==> config.mk <==
export PLATFORM = sky130hd
export DESIGN_NAME = sbqm_queue_ctrl
export DESIGN_NICKNAME = d
export VERILOG_FILES = /design/src/rtl/sbqm_pkg.sv /design/src/rtl/sbqm_div.sv /design/src/rtl/sbqm_queue_ctrl.sv
export SDC_FILE = /design/constraint.sdc
export NUM_CORES = 1
export LEC_CHECK = 0
export BUFFER_PORTS_ARGS = -buffer_cell sky130_fd_sc_hd__buf_2
export CAP_MARGIN = 20
export CELL_PAD_IN_SITES_DETAIL_PLACEMENT = 0
export CELL_PAD_IN_SITES_GLOBAL_PLACEMENT = 2
export CORE_MARGIN = 5
export CORE_UTILIZATION = 41
export CTS_CLUSTER_SIZE = 24
export DETAILED_ROUTE_END_ITERATION = 16
export PLACE_DENSITY_LB_ADDON = 0.1
export SLEW_MARGIN = 20
export SYNTH_ARGS = -nofsm -noshare
export SYNTH_HDL_FRONTEND = slang
export SYNTH_SLANG_ARGS = --single-unit
==> constraint.sdc <==
create_clock -name clk -period 8.9 [get_ports clk]
set_clock_uncertainty 0.05 [all_clocks]
set_input_delay 0.89 -clock clk [delete_from_list [all_inputs] [get_ports clk]]
set_output_delay 0.89 -clock clk [all_outputs]
set_load 0.05 [all_outputs]
==> src/rtl/sbqm_pkg.sv <==
// sbqm_pkg: shared FSM state type and default sizing constants for the queue controller.
package sbqm_pkg;
  typedef enum logic [0:0] {IDLE, CALC} qc_state_t;
  localparam int SBQM_DEPTH = 7;
  localparam int SBQM_TELLERS_MAX = 3;
  localparam int SBQM_SERVICE_T = 3;
endpackage

==> src/rtl/sbqm_div.sv <==
// sbqm_div: sequential unsigned restoring divider, one quotient bit per cycle, W iterations.
// The start edge performs the first iteration; done and quot present the final iteration combinationally.
module sbqm_div
  import sbqm_pkg::*;
#(
  parameter int W = 5
) (
  input  logic         clk,
  input  logic         reset_n,
  input  logic         start,
  input  logic [W-1:0] num,
  input  logic [W-1:0] den,
  output logic         busy,
  output logic         done,
  output logic [W-1:0] quot
);
  localparam int CW = $clog2(W + 1);
  logic [W-1:0]  r, q, r_in, q_in, r_nx, q_nx;
  logic [W:0]    rs, diff;
  logic [CW-1:0] cnt;
  always_comb begin
    r_in = start ? '0 : r;
    q_in = start ? num : q;
    rs   = {r_in, q_in[W-1]};
    diff = rs - {1'b0, den};
    r_nx = diff[W] ? rs[W-1:0] : diff[W-1:0];
    q_nx = {q_in[W-2:0], ~diff[W]};
  end
  // start takes priority so an in-flight division can be restarted with new operands
  assign done = !start && busy && cnt == CW'(W - 1);
  assign quot = q_nx;
  always_ff @(posedge clk or negedge reset_n) begin
    if (!reset_n) begin
      r    <= '0;
      q    <= '0;
      cnt  <= '0;
      busy <= 1'b0;
    end else if (start || busy) begin
      r    <= r_nx;
      q    <= q_nx;
      cnt  <= start ? CW'(1) : cnt + CW'(1);
      busy <= start || !done;
    end
  end
endmodule

==> src/rtl/sbqm_queue_ctrl.sv <==
// sbqm_queue_ctrl: queue occupancy counter with full/empty flags and a wait-time estimator.
// Optional sticky overflow/underflow flags are enabled with SBQM_ERR_FLAGS_EN.
module sbqm_queue_ctrl
  import sbqm_pkg::*;
#(
  parameter int DEPTH = SBQM_DEPTH,
  parameter int TELLERS_MAX = SBQM_TELLERS_MAX,
  parameter int SERVICE_T = SBQM_SERVICE_T,
  localparam int PC_W = $clog2(DEPTH + 1),
  localparam int TC_W = $clog2(TELLERS_MAX + 1),
  localparam int NUM_W = $clog2(SERVICE_T * (DEPTH + TELLERS_MAX - 1) + 1)
) (
  input  logic             clk,
  input  logic             reset_n,
  input  logic             inc_pulse,
  input  logic             dec_pulse,
  input  logic [TC_W-1:0]  tcount,
  output logic [PC_W-1:0]  pcount,
  output logic             full,
  output logic             empty,
  output logic [NUM_W-1:0] wtime,
  output logic             busy,
  output logic             no_teller
`ifdef SBQM_ERR_FLAGS_EN
  ,
  output logic             err_ovf,
  output logic             err_udf
`endif
);
  qc_state_t        state, state_nx;
  logic             inc_r, dec_r, first, changed, snap, start, load, div_done, unused_div_busy;
  logic [PC_W-1:0]  pc_snap;
  logic [TC_W-1:0]  tc_snap;
  logic [NUM_W-1:0] num, quot;
  assign full    = pcount == PC_W'(DEPTH);
  assign empty   = pcount == '0;
  assign changed = pcount != pc_snap || tcount != tc_snap;
  always_ff @(posedge clk or negedge reset_n) begin
    if (!reset_n) begin
      inc_r  <= 1'b0;
      dec_r  <= 1'b0;
      pcount <= '0;
    end else begin
      inc_r  <= inc_pulse;
      dec_r  <= dec_pulse;
      pcount <= (inc_r && !dec_r && !full) ? pcount + PC_W'(1) :
                (dec_r && !inc_r && !empty) ? pcount - PC_W'(1) : pcount;
    end
  end
  always_ff @(posedge clk or negedge reset_n) begin
    if (!reset_n) state <= IDLE;
    else state <= state_nx;
  end
  always_comb begin
    state_nx = (state == IDLE) ? (changed ? CALC : IDLE) : (load ? IDLE : CALC);
  end
  // A change seen in CALC re-snapshots immediately and suppresses the pending load
  always_comb begin
    snap  = changed;
    start = state == CALC && first && !changed && tc_snap != '0;
    load  = state == CALC && !changed && (tc_snap == '0 ? first : div_done);
    num   = NUM_W'(SERVICE_T) * (NUM_W'(pc_snap) + NUM_W'(tc_snap) - NUM_W'(1));
  end
  always_ff @(posedge clk or negedge reset_n) begin
    if (!reset_n) begin
      pc_snap   <= '0;
      tc_snap   <= '0;
      first     <= 1'b0;
      busy      <= 1'b0;
      wtime     <= '0;
      no_teller <= 1'b0;
    end else begin
      first <= snap;
      if (snap) begin
        pc_snap <= pcount;
        tc_snap <= tcount;
        busy    <= 1'b1;
      end
      if (load) begin
        wtime     <= pc_snap == '0 ? '0 : tc_snap == '0 ? '1 : quot;
        no_teller <= tc_snap == '0;
        busy      <= 1'b0;
      end
    end
  end
  sbqm_div #(.W(NUM_W)) u_div (
    .clk    (clk),
    .reset_n(reset_n),
    .start  (start),
    .num    (num),
    .den    (NUM_W'(tc_snap)),
    .busy   (unused_div_busy),
    .done   (div_done),
    .quot   (quot)
  );
`ifdef SBQM_ERR_FLAGS_EN
  always_ff @(posedge clk or negedge reset_n) begin
    if (!reset_n) begin
      err_ovf <= 1'b0;
      err_udf <= 1'b0;
    end else begin
      if (inc_r && !dec_r && full) err_ovf <= 1'b1;
      if (dec_r && !inc_r && empty) err_udf <= 1'b1;
    end
  end
`endif
endmodule

* After elaboration in Yosys (flattened, before gate mapping)
Index checks and enable logic that the tools add are counted.
Word-level totals: bits in registers 33, input bits 6, output and inout bits 12, word-level logic and storage cells 67
Cells by class: add/sub/neg operators 6, $mul 1, eq/ne operators 4, muxes and demuxes 14, bitwise operators 1, reduce and logical (&&, ||, !) cells 27
Operators with widths (count):
- 5-bit two-way mux | 5
- 1-bit logical AND | 11
- 3-bit two-way mux | 3
- 1-bit zero test | 7
- 3-bit by 1-bit adder with 3-bit output, second input constant | 2
- 3-bit equality test, second input constant | 2
- 3-bit zero test | 2
- 1-bit two-way mux | 6
- 2-bit nonzero test | 3
- 6-bit by 2-bit subtractor with 6-bit output | 1
- 2-bit by 5-bit multiplier with 5-bit output, first input constant | 1
- 4-bit by 1-bit subtractor with 5-bit output, second input constant | 1
- 3-bit by 2-bit adder with 4-bit output | 1
- 1-bit logical OR | 3
- 3-bit inequality test | 1
- 3-bit by 1-bit subtractor with 3-bit output, second input constant | 1
- 2-bit zero test | 1
- 2-bit inequality test | 1
- 1-bit NOT | 1

* Logic depth before layout (Yosys ltp)
depth in word-level cells 12, gate-level depth with buffers 18, mapped depth without buffers 18

* Cells and area by module
From an unflattened synthesis, not the netlist that was laid out.
Second synthesis, totals: cells, all modules 228, area total of the unflattened synthesis 2280.9 um^2
By module, submodules not included:
- sbqm_queue_ctrl | times used 1, cells an instance 125, area an instance 1270.0 um^2
- sbqm_div | times used 1, cells an instance 103, area an instance 1011.0 um^2

* Least setup slack after synthesis
OpenSTA, ideal clock, no wires.
path type reg-to-reg, start point reg tc_snap[1], end point reg u_div.r[4], data arrival time 3.645 ns, data required time 8.749 ns, slack 5.105 ns, stages on the path, launching flop included 19, path buffers 0, period minus slack after synthesis 3.795 ns, cell sequence dfrtp_1 -> inv_1 -> ha_1 -> inv_1 -> ha_1 -> inv_1 -> fa_1 -> ha_1 -> a21oi_1 -> o21bai_1 -> xnor2_1 -> mux2i_1 -> ha_1 -> inv_1 -> fa_1 -> or3_1 -> o31ai_1 -> nand2_1 -> o32ai_1
Between the ends: cells in the longest elaborated chain, start to end 8, elaborated cells on any way between the ends 14, classes of those cells add/sub: 3; mul: 1; eq/ne: 1; mux: 3; reduce/logical: 6
RTL lines:
- from (decl) | line sbqm_queue_ctrl.sv:33 | logic [TC_W-1:0] tc_snap;
- from (signal assigned) | line sbqm_queue_ctrl.sv:76 | tc_snap <= tcount;
- parallel branches: the longest is 8 deep, another holds 6-bit by 2-bit subtractor with 6-bit output
- to (signal assigned) | line sbqm_div.sv:39 | r <= r_nx;
- to (decl) | line sbqm_div.sv:18 | logic [W-1:0] r, q, r_in, q_in, r_nx, q_nx;
Parallel ways; which one is timed is not known. A chain may end at the register's enable or synchronous reset.

* Worst setup path after layout
Same ends and word-level chain as after synthesis.

==> impl_metrics.ini <==
[run_status]
status = complete, no violations

[clock_tree]
clkSinkCount = 33
cts.reportedPaths.clkPinSlew_ns = 0.07
worst_skew_pair.late_latency_ns = 0.29
cts_buffer_depth = 2
tritoncts = built
postCtsSetupRepairBufs = 0
cts-root-buf = clkbuf_8
cts_made_buffers = 5
htreeDepth = 2
post_cts_resize_count = 0
cts.hold.buffers_added = 0

[floorplan]
die_area_um2 = 6850
start_util_pct = 42.2
die_w_um = 82.7
pin_count = 18
fp.dieH_um = 82.7
rows = 26
core_um2 = 5140

[setup_path]
max_stage_delay_ns = 0.48
cp.arrival_ns = 4.28
path_depth = 18
crit_chain = inv_1 -> ha_1 -> inv_1 -> ha_1 -> inv_1 -> fa_1 -> ha_1 -> a21oi_1 -> o21bai_1 -> xnor2_1 -> mux2i_1 -> ha_1 -> inv_1 -> fa_1 -> or3_1 -> o31ai_1 -> nand2_1 -> o32ai_1
cp.required_ns = 9.04
r2r_setup_slack_ns = 4.76
slowest_stage = fa_1
critical_path.startpoint = tc_snap[1]$_DFFE_PN0P_
r2r_start = tc_snap[1]$_DFFE_PN0P_
endpoint_kind = flip-flop
critPathTopFamily = adder cells
setup.worst_path.start_class = flip-flop
worstPathMaxFanout = 5
reg2reg_to = u_div.r[4]$_DFFE_PN0P_
crit_end = u_div.r[4]$_DFFE_PN0P_
ff2ff_path_depth = 18
worst-setup-path-type = reg2reg
cp.buffers_inverters = 4

[logic_synthesis]
synth_ff_type = dfrtp_1
synth_area_leaders = dfrtp_1 (38%), ha_1 (6.3%), fa_1 (4.6%), a21oi_1 (4.2%), inv_1 (3.3%)
syn_nets = 244
yosysSeqAreaShare_pct = 38.1
ys_async_sr_fraction_pct = 100
syn_area_um2 = 2170
synth_top_area_share_pct = 38.1
synth-edff-count = 0
syn_area_per_cell_um2 = 9.77
synth.distinct_cells = 53
ys_ff_latch = 33
yosysWarningCount = 0
synth_top_area_cell = dfrtp_1
syn_inst = 222

[power_and_ir_drop]
pwr_density_cell_nw_per_um2 = 400
p_leak_nw = 1.04
peakVddDrop_mv = 0.184

[run]
max_cap_viol_count = 0

[min_path]
hp-class = reg2reg
whs_path_depth = 2

[routing]
wl_per_cell_um = 15.8
finalWirelength_mm = 4.76
via_per_inst = 5.46
drt_iter0_markers = 95
vias = 1650
drc_errors = 0
first_pass_iters = 5
ant_nets = 0

[final_layout]
stdcell_count = 302
diodes = 0
final_nets = 253
final_common_cell = dfrtp_1
drive_gt1_share_pct = 16.8
syn_to_final_growth_pct = 7.90
fin_util_pct = 45.5
final_cell_mix = dfrtp_1 (33), inv_1 (19), a21oi_1 (18)

[global_routing]
antenna_found_initial = 0
grt_pass1_vias = 1619
grt.overflow.total = 0
grt_pass1_wl_mm = 8.06
groute.usage.overall_pct = 15.9
grt_max_degree = 34

[sta]
maxSlewViolCount = 0
hold_viol_final = 0
setup_viol = 0
period_minus_slack_ns = 4.14
period_share_pct = 46.6
tns_ns = 0
layout_setup_ws_ns = 4.76
maxSlewHeadroom_pct = 47.6
fmax_mhz = 241
rsz0062_at_grt = false
worst_slew_pin_slew_ns = 0.786

[placed_design]
place_ws_ns = 4.79
port_buffers = 17
place_inst = 294
dp_hpwl_mm = 3.54
place.gp.congestion = 0.793
[cells in the mapped netlist, types with 3 or more instances]
| cell | n |
|---|---|
| dfrtp_1 | 33 |
| inv_1 | 19 |
| a21oi_1 | 18 |
| nand2_1 | 16 |
| ha_1 | 11 |
| nor2_1 | 10 |
| xnor2_1 | 8 |
| mux2i_1 | 7 |
| clkbuf_1 | 6 |
| a22o_1 | 5 |
| fa_1 | 5 |
| nor3_1 | 5 |
| o21ai_0 | 5 |
| a211oi_1 | 4 |
| buf_4 | 4 |
| nor2b_1 | 4 |
| o22ai_1 | 4 |
| o31ai_1 | 4 |
| and3_1 | 3 |
| nor3b_1 | 3 |
| or3_1 | 3 |
| xor2_1 | 3 |
[metal layers]
layer  up-vias  GRT usage [%]  wire [µm]
li1        793              -          -
met1       813           20.3       2130
met2        37           26.7       2390
met3         7           3.36        168
met4         0           5.39         70
met5         -              0          0
[per-stage QoR]
stage | power [W] | area (µm²) | hold slack (ns)
floorplan | 0.000721 | 2170 | 0.414
global placement | 0.000813 | 2250 | 0.417
detailed placement | 0.000835 | 2250 | 0.429
CTS | 0.000953 | 2340 | 0.446
global route | 0.00102 | 2340 | 0.464
finish | 0.000935 | 2340 | 0.435
[how the worst min path moves through the flow]
| stage | endpoint | slack (ns) | from |
|---|---|---|---|
| detailed placement | no_teller$_DFFE_PN0P_ | 0.43 | no_teller$_DFFE_PN0P_ |
| finish | no_teller$_DFFE_PN0P_ | 0.44 | no_teller$_DFFE_PN0P_ |
| global route | wtime[4]$_DFFE_PN0P_ | 0.46 | wtime[4]$_DFFE_PN0P_ |
| CTS | no_teller$_DFFE_PN0P_ | 0.45 | no_teller$_DFFE_PN0P_ |
| global placement | wtime[2]$_DFFE_PN0P_ | 0.42 | wtime[2]$_DFFE_PN0P_ |
| floorplan | u_div.q[0]$_DFFE_PN0P_ | 0.41 | u_div.q[0]$_DFFE_PN0P_ |
[flip-flops by register name, indices dropped and copies added (netlist names)]
signal and count:
u_div.r 5, wtime 5, no_teller 1, tc_snap 2, state 1, dec_r 1
u_div.cnt 3, u_div.q 5, inc_r 1, first 1, pcount 3, busy 1
pc_snap 3, u_div.busy 1
[layout make-up]
class,instances,area [µm²]
clock buffer,5,68.8
clock inverter,3,17.5
fill,524,2800
inverter,19,71.3
multi-input combinational,155,1180
sequential,33,826
tap,70,87.6
timing repair buffer,17,85.1
[tightest hold or removal path: stages, from the launching register on]
cell and delay, ns:
dfrtp_1 0.34, nand2_1 0.05, o31ai_1 0.06
[kinds of logic (layout without fill, tap and decap cells)]
group           after synthesis  count (layout)  share of synthesized area, %
simple gates                 62              62                          16.4
compound gates               59              59                          19.6
buf+inv                      34              44                          7.32
flops                        33              33                          38.1
fa+ha+maj                    16              16                          11.0
xor+xnor                     11              11                          4.44
mux                           7               7                          3.23
[power by group]
part	internal [W]	switching [W]
Combinational	0.000215	0.000317
Sequential	0.000209	0.0000832
Clock	0.0000539	0.0000575
Power figures use the tool's default switching activity.
